--- src/rtl/fir_capture.sv ---
// fir_capture: captures a run of FIR output samples into a local buffer and replays them.
//   clk, rst        : clock, asynchronous active-low reset
//   y_rsc_dat       : FIR output sample, written to the buffer in every capture cycle
//   arm             : start pulse, accepted only while idle
//   skip_cycles     : cycles to discard after arm (latched on arm)
//   num_samples     : run length (latched on arm, clipped to DEPTH)
//   rd_valid/rd_ready/rd_data/rd_last : replay read port
//   busy            : run in progress
//   done            : one-cycle pulse after the final read transfer
//   sum             : modulo-2^DATA_W sum of the samples captured in the current/last run
module fir_capture #(
  parameter int unsigned DATA_W = 32,
  parameter int unsigned DEPTH  = 16,
  parameter int unsigned CNT_W  = $clog2(DEPTH + 1)
) (
  input  logic              clk,
  input  logic              rst,
  input  logic [DATA_W-1:0] y_rsc_dat,
  input  logic              arm,
  input  logic [7:0]        skip_cycles,
  input  logic [CNT_W-1:0]  num_samples,
  output logic              rd_valid,
  input  logic              rd_ready,
  output logic [DATA_W-1:0] rd_data,
  output logic              rd_last,
  output logic              busy,
  output logic              done,
  output logic [DATA_W-1:0] sum
);

  localparam int unsigned PTR_W = (DEPTH > 1) ? $clog2(DEPTH) : 1;

  typedef enum logic [1:0] {IDLE, SKIP, CAPT, DRAIN} state_t;

  state_t             state;
  state_t             state_nxt;
  logic [7:0]         skip_cnt;
  logic [CNT_W-1:0]   n_lat;
  logic [CNT_W-1:0]   n_clip;
  logic [PTR_W-1:0]   wr_ptr;
  logic [PTR_W-1:0]   rd_ptr;
  logic [DATA_W-1:0]  sum_q;
  logic               done_q;
  logic [DATA_W-1:0]  mem [DEPTH];

  logic               arm_go;
  logic               arm_empty;
  logic               wr_last;
  logic               rd_last_c;
  logic               rd_xfer;

  // Run-length clip and control decodes
  assign n_clip    = (num_samples > CNT_W'(DEPTH)) ? CNT_W'(DEPTH) : num_samples;
  assign arm_go    = (state == IDLE) && arm;
  assign arm_empty = arm_go && (n_clip == '0);
  assign wr_last   = (CNT_W'(wr_ptr) == (n_lat - CNT_W'(1)));
  assign rd_last_c = (state == DRAIN) && (CNT_W'(rd_ptr) == (n_lat - CNT_W'(1)));
  assign rd_xfer   = (state == DRAIN) && rd_ready;

  // Read port and status are decoded straight from registered state
  assign rd_valid = (state == DRAIN);
  assign rd_last  = rd_last_c;
  assign rd_data  = mem[rd_ptr];
  assign busy     = (state != IDLE);
  assign done     = done_q;
  assign sum      = sum_q;

  // State register
  always_ff @(posedge clk or negedge rst) begin
    if (!rst) state <= IDLE;
    else      state <= state_nxt;
  end

  // Next-state logic
  always_comb begin
    state_nxt = state;
    unique case (state)
      IDLE:  if (arm_go && !arm_empty) state_nxt = (skip_cycles != 8'd0) ? SKIP : CAPT;
      SKIP:  if (skip_cnt == 8'd1)      state_nxt = CAPT;
      CAPT:  if (wr_last)               state_nxt = DRAIN;
      DRAIN: if (rd_xfer && rd_last_c)  state_nxt = IDLE;
      default:                          state_nxt = IDLE;
    endcase
  end

  // Counters, pointers, checksum and done pulse
  always_ff @(posedge clk or negedge rst) begin
    if (!rst) begin
      skip_cnt <= 8'd0;
      n_lat    <= '0;
      wr_ptr   <= '0;
      rd_ptr   <= '0;
      sum_q    <= '0;
      done_q   <= 1'b0;
    end else begin
      done_q <= arm_empty || (rd_xfer && rd_last_c);
      if (arm_go) begin
        skip_cnt <= skip_cycles;
        n_lat    <= n_clip;
        wr_ptr   <= '0;
        rd_ptr   <= '0;
        sum_q    <= '0;
      end
      if (state == SKIP) skip_cnt <= skip_cnt - 8'd1;
      if (state == CAPT) begin
        wr_ptr <= wr_ptr + PTR_W'(1);
        sum_q  <= sum_q + y_rsc_dat;
      end
      if (rd_xfer) rd_ptr <= rd_ptr + PTR_W'(1);
    end
  end

  // Sample buffer; contents are intentionally not reset
  always_ff @(posedge clk) begin
    if (state == CAPT) mem[wr_ptr] <= y_rsc_dat;
  end

endmodule

--- config.mk ---
export PLATFORM = sky130hd
export DESIGN_NAME = fir_capture
export DESIGN_NICKNAME = d
export VERILOG_FILES = /design/src/rtl/fir_capture.sv
export SDC_FILE = /design/constraint.sdc
export NUM_CORES = 1
export LEC_CHECK = 0
export ABC_CLOCK_PERIOD_IN_PS = 4470
export CORE_MARGIN = 4
export CORE_UTILIZATION = 45
export DETAILED_ROUTE_END_ITERATION = 12
export GPL_TIMING_DRIVEN = 0
export SLEW_MARGIN = 15
export SYNTH_ARGS = -nofsm -noshare
export SYNTH_HDL_FRONTEND = slang
export SYNTH_SLANG_ARGS = --single-unit
--- constraint.sdc ---
create_clock -name clk -period 4.47 [get_ports clk]
set_input_delay 0.6705 -clock clk [delete_from_list [all_inputs] [get_ports clk]]
set_output_delay 0.6705 -clock clk [all_outputs]
set_load 0.02 [all_outputs]
==> Word level (Yosys, flattened, before mapping) <==
Memory sizes are Yosys's and may differ from the RTL's.
Cells that the tools add are included.
{ "word_totals": {"mem_count": 1, "in_bits": 49, "ram_bits": 512, "register_bits": 56} }
{ "memory_table": {"columns": ["name", "depth", "word_bits", "read_ports", "rd_clocked_by_memory_dff", "wr", "line_no", "rtl"], "rows": [
  ["mem", 16, 32, 1, 0, 1, "44", "logic [DATA_W-1:0] mem [DEPTH];"]
]} }
{ "op_classes": {"n_mux": 16, "reduce_logical": 16, "eq_ne": 10, "add_sub_neg": 5, "magnitude_cmp": 1} }
{ "op_table": {"columns": ["cell", "count"], "rows": [
  ["$mux W32", 2],
  ["$add A32 B32 Y32", 1],
  ["$mux W8", 2],
  ["$mux W4", 3],
  ["$eq A4 B5 Y1", 2],
  ["$mux W2", 5],
  ["$add A4 B1 Y4 const B", 2],
  ["$eq A8 B1 Y1 const B", 1],
  ["$pmux W2 S4", 1],
  ["$reduce_bool A2 Y1", 4],
  ["$reduce_bool A8 Y1", 1],
  ["$sub A8 B1 Y8 const B", 1],
  ["$logic_and A1 B1 Y1", 6],
  ["$gt A5 B5 Y1 const B", 1],
  ["$logic_not A5 Y1", 1],
  ["$mux W5", 1],
  ["$sub A5 B1 Y5 const B", 1],
  ["$eq A2 B2 Y1 const B", 2],
  ["$ne A2 B1 Y1 const B", 2],
  ["$ne A2 B2 Y1 const B", 2],
  ["$reduce_and A4 Y1", 1],
  ["$eq A2 B1 Y1 const B", 1],
  ["$logic_not A2 Y1", 1],
  ["$mux W1", 2],
  ["other kinds (2)", 2]
]} }

==> Longest topological paths before layout <==
{ "logic_depth": {"depth_word": 8, "ltp_mapped": 10, "depth_no_buf": 10} }

==> Worst setup path before layout <==
No wires, ideal clock.
{ "synth_path": {"kind": "reg2reg", "startpoint": "register state[0]", "endpoint": "memory mem[4][0], enable pin", "n_path_buf": 2, "stages_incl_launch_ff": 7, "setup_slack_ps": 1298, "setup_ps": 421, "required_ps": 4049, "arrival_ps": 2752, "cell_sequence": "dfrtp_1 -> inv_1 -> ha_1 -> clkbuf_1 -> clkbuf_1 -> nand2_1 -> nor2_1"} }
{ "synth_via": {"elab_chain_len": 3} }
{ "synth_lines": {"columns": ["item", "line_no", "rtl"], "rows": [
  ["from (decl)", "35", "state_t state;"],
  ["from (signal assigned)", "71", "else state <= state_nxt;"],
  ["$eq A2 B2 Y1", "115", "if (state == CAPT) mem[wr_ptr] <= y_rsc_dat;"],
  ["$mux W1", "115", null],
  ["$mux W1 (implied by the code)", "115", null],
  ["to (decl)", "44", null]
]} }
No other way between the ends.

==> Final worst setup path <==
{ "layout_path": {"startpoint": "register rd_ptr[3]", "endpoint": "output port rd_data[30]"} }
{ "layout_via": {"elab_chain_len": 1} }
{ "layout_lines": {"columns": ["item", "line_no", "rtl"], "rows": [
  ["from (decl)", "41", "logic [PTR_W-1:0] rd_ptr;"],
  ["from (signal assigned)", "109", "if (rd_xfer) rd_ptr <= rd_ptr + PTR_W'(1);"],
  ["$mem_v2 Z16 W32", null, null],
  ["to (decl)", "24", "output logic [DATA_W-1:0] rd_data,"]
]} }
No other way between the ends.

==> metrics.csv <==
metric;value;unit
final setup skew;0.0228;ns
CORE AREA;52800;µm²
max-capacitance violation count;0;
clock sinks;568;
Worst Path Max Fanout;10;
Peak VDD IR;385;µV
vias in the first global route;14900;
dpl hpwl;44900;µm
dpl cell area;26900;µm²
Setup violations, final;0;
net switching fraction of the power;0.323;
via count;14500;
worst reg2reg path depth;8;
Min-Delay Path Class;in2async;
Lkg Pwr;9.54;nW
largest net degree at the start of global routing;49;
H-tree Lvls;2;
DR WL/cell;26.7;µm
initial core utilization;0.456;
Crit. End Element;primary output;
worst-skew pair later-pin latency;0.61;ns
area added between synthesis and finish;19.3;%
port bufs;115;
uppermost layer routed;met4;
pre-CTS setup slack;0.308;ns
syn_nets;1615;
Logic pwr share;0.318;
clock share of power;0.281;
detailed router's first-iteration violation count;1295;
worst r2r src;state[0];
total die area;57200;µm²
Slew Limit Headroom;0.267;
routed metal-1 wirelength;27200;µm
Int Pwr;10.8;mW
EDFF count, synth;512;
Distinct cells, synth;59;
Routed Antenna Nets;0;
drt drc;0;
length of the first detailed-routing pass in iterations;5;
layout cells sized above 1;0.146;
I/O pins;117;
CP startpoint kind;flip-flop;
yosys warns;0;
Max stage delay on crit path;0.76;ns
Worst path slowest cell;clkdlybuf4s15_1;
met2 routed WL;31800;µm
RSZ-0062 raised after global routing;no;
final hold viol count;0;
Mapped Avg Cell Area;15.8;µm²
post-route setup slack;0.157;ns
Sw Pwr;5.17;mW
FMAX;0.232;GHz
cell area power density;558;nW/µm²
R2R Setup Slk;1.04;ns
gr usage total;0.229;
Synth Register Bits;568;
Rows;84;
clock buffer count from CTS;58;
register area share after synthesis;0.698;
Cells after Synth;1521;
Worst R2R End;mem[12][11];
CP required;3.80;ns
Layout Utilization;0.544;
Worst path most repeated cell;o21ai_0;
CTS tree;built;
CTS max path bufs;3;
routed wire length;65600;µm
Final period util;0.965;
drt via density;5.91;
CTS Root Cell;clkbuf_16;
Most used DFF post-synth;edfxtp_1;
post-route cell area;28700;µm²
Async SR Flop Fraction;0.0986;
Netlist Area Pre-Place;24000;µm²
initial antenna violation count;0;
CP Class;reg2out;
Seq pwr share;0.402;
max-slew violation count;0;
CP cell instances;clkbuf_1 -> clkdlybuf4s15_1 -> o21ai_0 -> a21oi_1 -> o21ai_0 -> nand2_1 -> clkdlybuf4s50_1;
Worst EP arrival;3.64;ns
first-pass GRT wire length;95700;µm
status;completed;
metal3 WL;4480;µm
Crit path buffers/inverters;3;
Worst-path clk slew;0.06;ns
gpl congestion;0.851;
Die Height;239;µm
fin nets;1818;
total grt overflow;0;
slew of the pin with the lowest slew margin;1.10;ns
Final Critical Period;4.31;ns
largest delay contributor family on the critical path;buffers and inverters;
Die W;239;µm
==> stage by stage <==
stage	cells	hold slack (ns)	power (mW)	setup TNS, ns
2_1_floorplan	1521	0.375	9.66	0
3_3_place_gp	2324	0.498	11.4	-386.91
3_5_place_dp	2352	0.504	11.6	0
4_1_cts	2451	0.402	16.1	0
5_1_grt	2451	0.441	16.7	0
6_report	2452	0.439	16.0	0
==> worst register-to-register path, stage by stage, from the launching register on <==
cell and delay (ns):
dfrtp_1 0.41, inv_1 0.14, ha_1 0.18, clkbuf_1 0.39, clkbuf_1 0.62, nand2_1 0.44
nor2_4 0.55, buf_16 0.23, buf_16 0.16
==> layout by cell type (no fill, tap or decap), drive strengths merged, types with 27 or more instances in the layout <==
master         synthesis  routed
edfxtp               512     512
nand2                131     131
clkbuf                50     123
o21ai                118     118
clkdlybuf4s50          0     114
mux2i                105     105
a21oi                 74      74
mux4                  64      64
dfrtp                 56      56
nor2                  46      46
buf                   21      46
ha                    44      44
a22oi                 35      35
a221oi                33      33
mux2                  30      30
nand3                 27      27
==> cell families after synthesis <==
family,synth area share
flops,0.698
compound gates,0.0803
simple gates,0.0508
mux,0.118
buf+inv,0.0147
fa+ha+maj,0.0237
xor+xnor,0.0149
==> power by group through the flow <==
stage | Combinational, mW | Clock (mW) | Sequential, mW
finish | 5.08 | 4.49 | 6.43
global route | 5.51 | 4.77 | 6.46
CTS | 5.13 | 4.56 | 6.42
global placement | 4.90 | 0 | 6.55
detailed placement | 5.11 | 0 | 6.53
floorplan | 3.06 | 0 | 6.60
==> timing repair <==
item | 4_1_cts | 5_1_grt
pin swaps | 0 | 0
setup endpoints to repair | 32 | 17
endpoints found under the hold margin | 8 | 0
setup buffers | 0 | 0
hold buffers | 1 | 0
gates resized for setup | 17 | 9
==> registers in the layout, indices dropped and copies added, names as in the netlist <==
name,count
done,1
mem,512
n_lat,5
rd_ptr,4
skip_cnt,8
state,2
sum,32
wr_ptr,4
==> per-layer routing <==
metal / global-route usage / vias to the layer above
li1: - / 6447
met1: 0.314 / 7406
met2: 0.376 / 520
met3: 0.0407 / 124
met4: 0.0735 / 0
met5: 0 / -
==> area by class of cell <==
class | count | area [µm²]
Buffer | 70 | 332
Clock buffer | 72 | 1530
Inverter | 17 | 63.8
Fill cell | 4233 | 24100
Clock inverter | 27 | 186
Sequential cell | 568 | 16800
Multi-Input combinational cell | 865 | 7040
Timing Repair Buffer | 144 | 1910
Antenna cell | 1 | 2.50
Tap cell | 688 | 861
==> cells in the mapped netlist, types with 3 or more instances <==
master / count / area (µm²)
edfxtp_1: 512 / 15400
nand2_1: 131 / 492
o21ai_0: 118 / 591
mux2i_1: 105 / 1050
a21oi_1: 74 / 370
mux4_2: 64 / 1440
dfrtp_1: 56 / 1400
clkbuf_1: 50 / 188
nor2_1: 46 / 173
ha_1: 44 / 551
a22oi_1: 35 / 263
a221oi_1: 33 / 289
mux2_2: 29 / 327
nand3_1: 27 / 135
xnor2_1: 22 / 193
buf_2: 18 / 90.1
inv_1: 17 / 63.8
xor2_1: 17 / 149
nor3_1: 11 / 55.1
nand2b_1: 10 / 62.6
and2_1: 7 / 43.8
and3_1: 7 / 43.8
nand4_1: 7 / 43.8
o21a_1: 7 / 52.6
a211oi_1: 6 / 45.0
o211ai_1: 6 / 45.0
a21o_1: 4 / 30.0
nor2b_1: 4 / 25.0
nor4_1: 4 / 25.0
o21bai_1: 4 / 30.0
a31oi_1: 3 / 18.8
buf_1: 3 / 11.3
o31ai_1: 3 / 22.5
or3_1: 3 / 18.8
or4_1: 3 / 22.5
==> worst max path at each step <==
| stage | slack, ns | from | end | depth (start not counted) |
|---|---|---|---|---|
| 5_1_grt | 0.01 | rd_ptr[3] | rd_data[30] | 7 |
| 4_1_cts | 0.008 | rd_ptr[3] | rd_data[30] | 7 |
| 3_5_place_dp | 0.31 | y_rsc_dat[1] | sum[31] | 9 |
| 3_3_place_gp | -1.14 | state[0] | mem[8][8] | 6 |
| 6_report | 0.16 | rd_ptr[3] | rd_data[30] | 7 |
| 2_1_floorplan | 1.30 | state[0] | mem[4][0] | 6 |
Power figures use the tool's default switching activity.
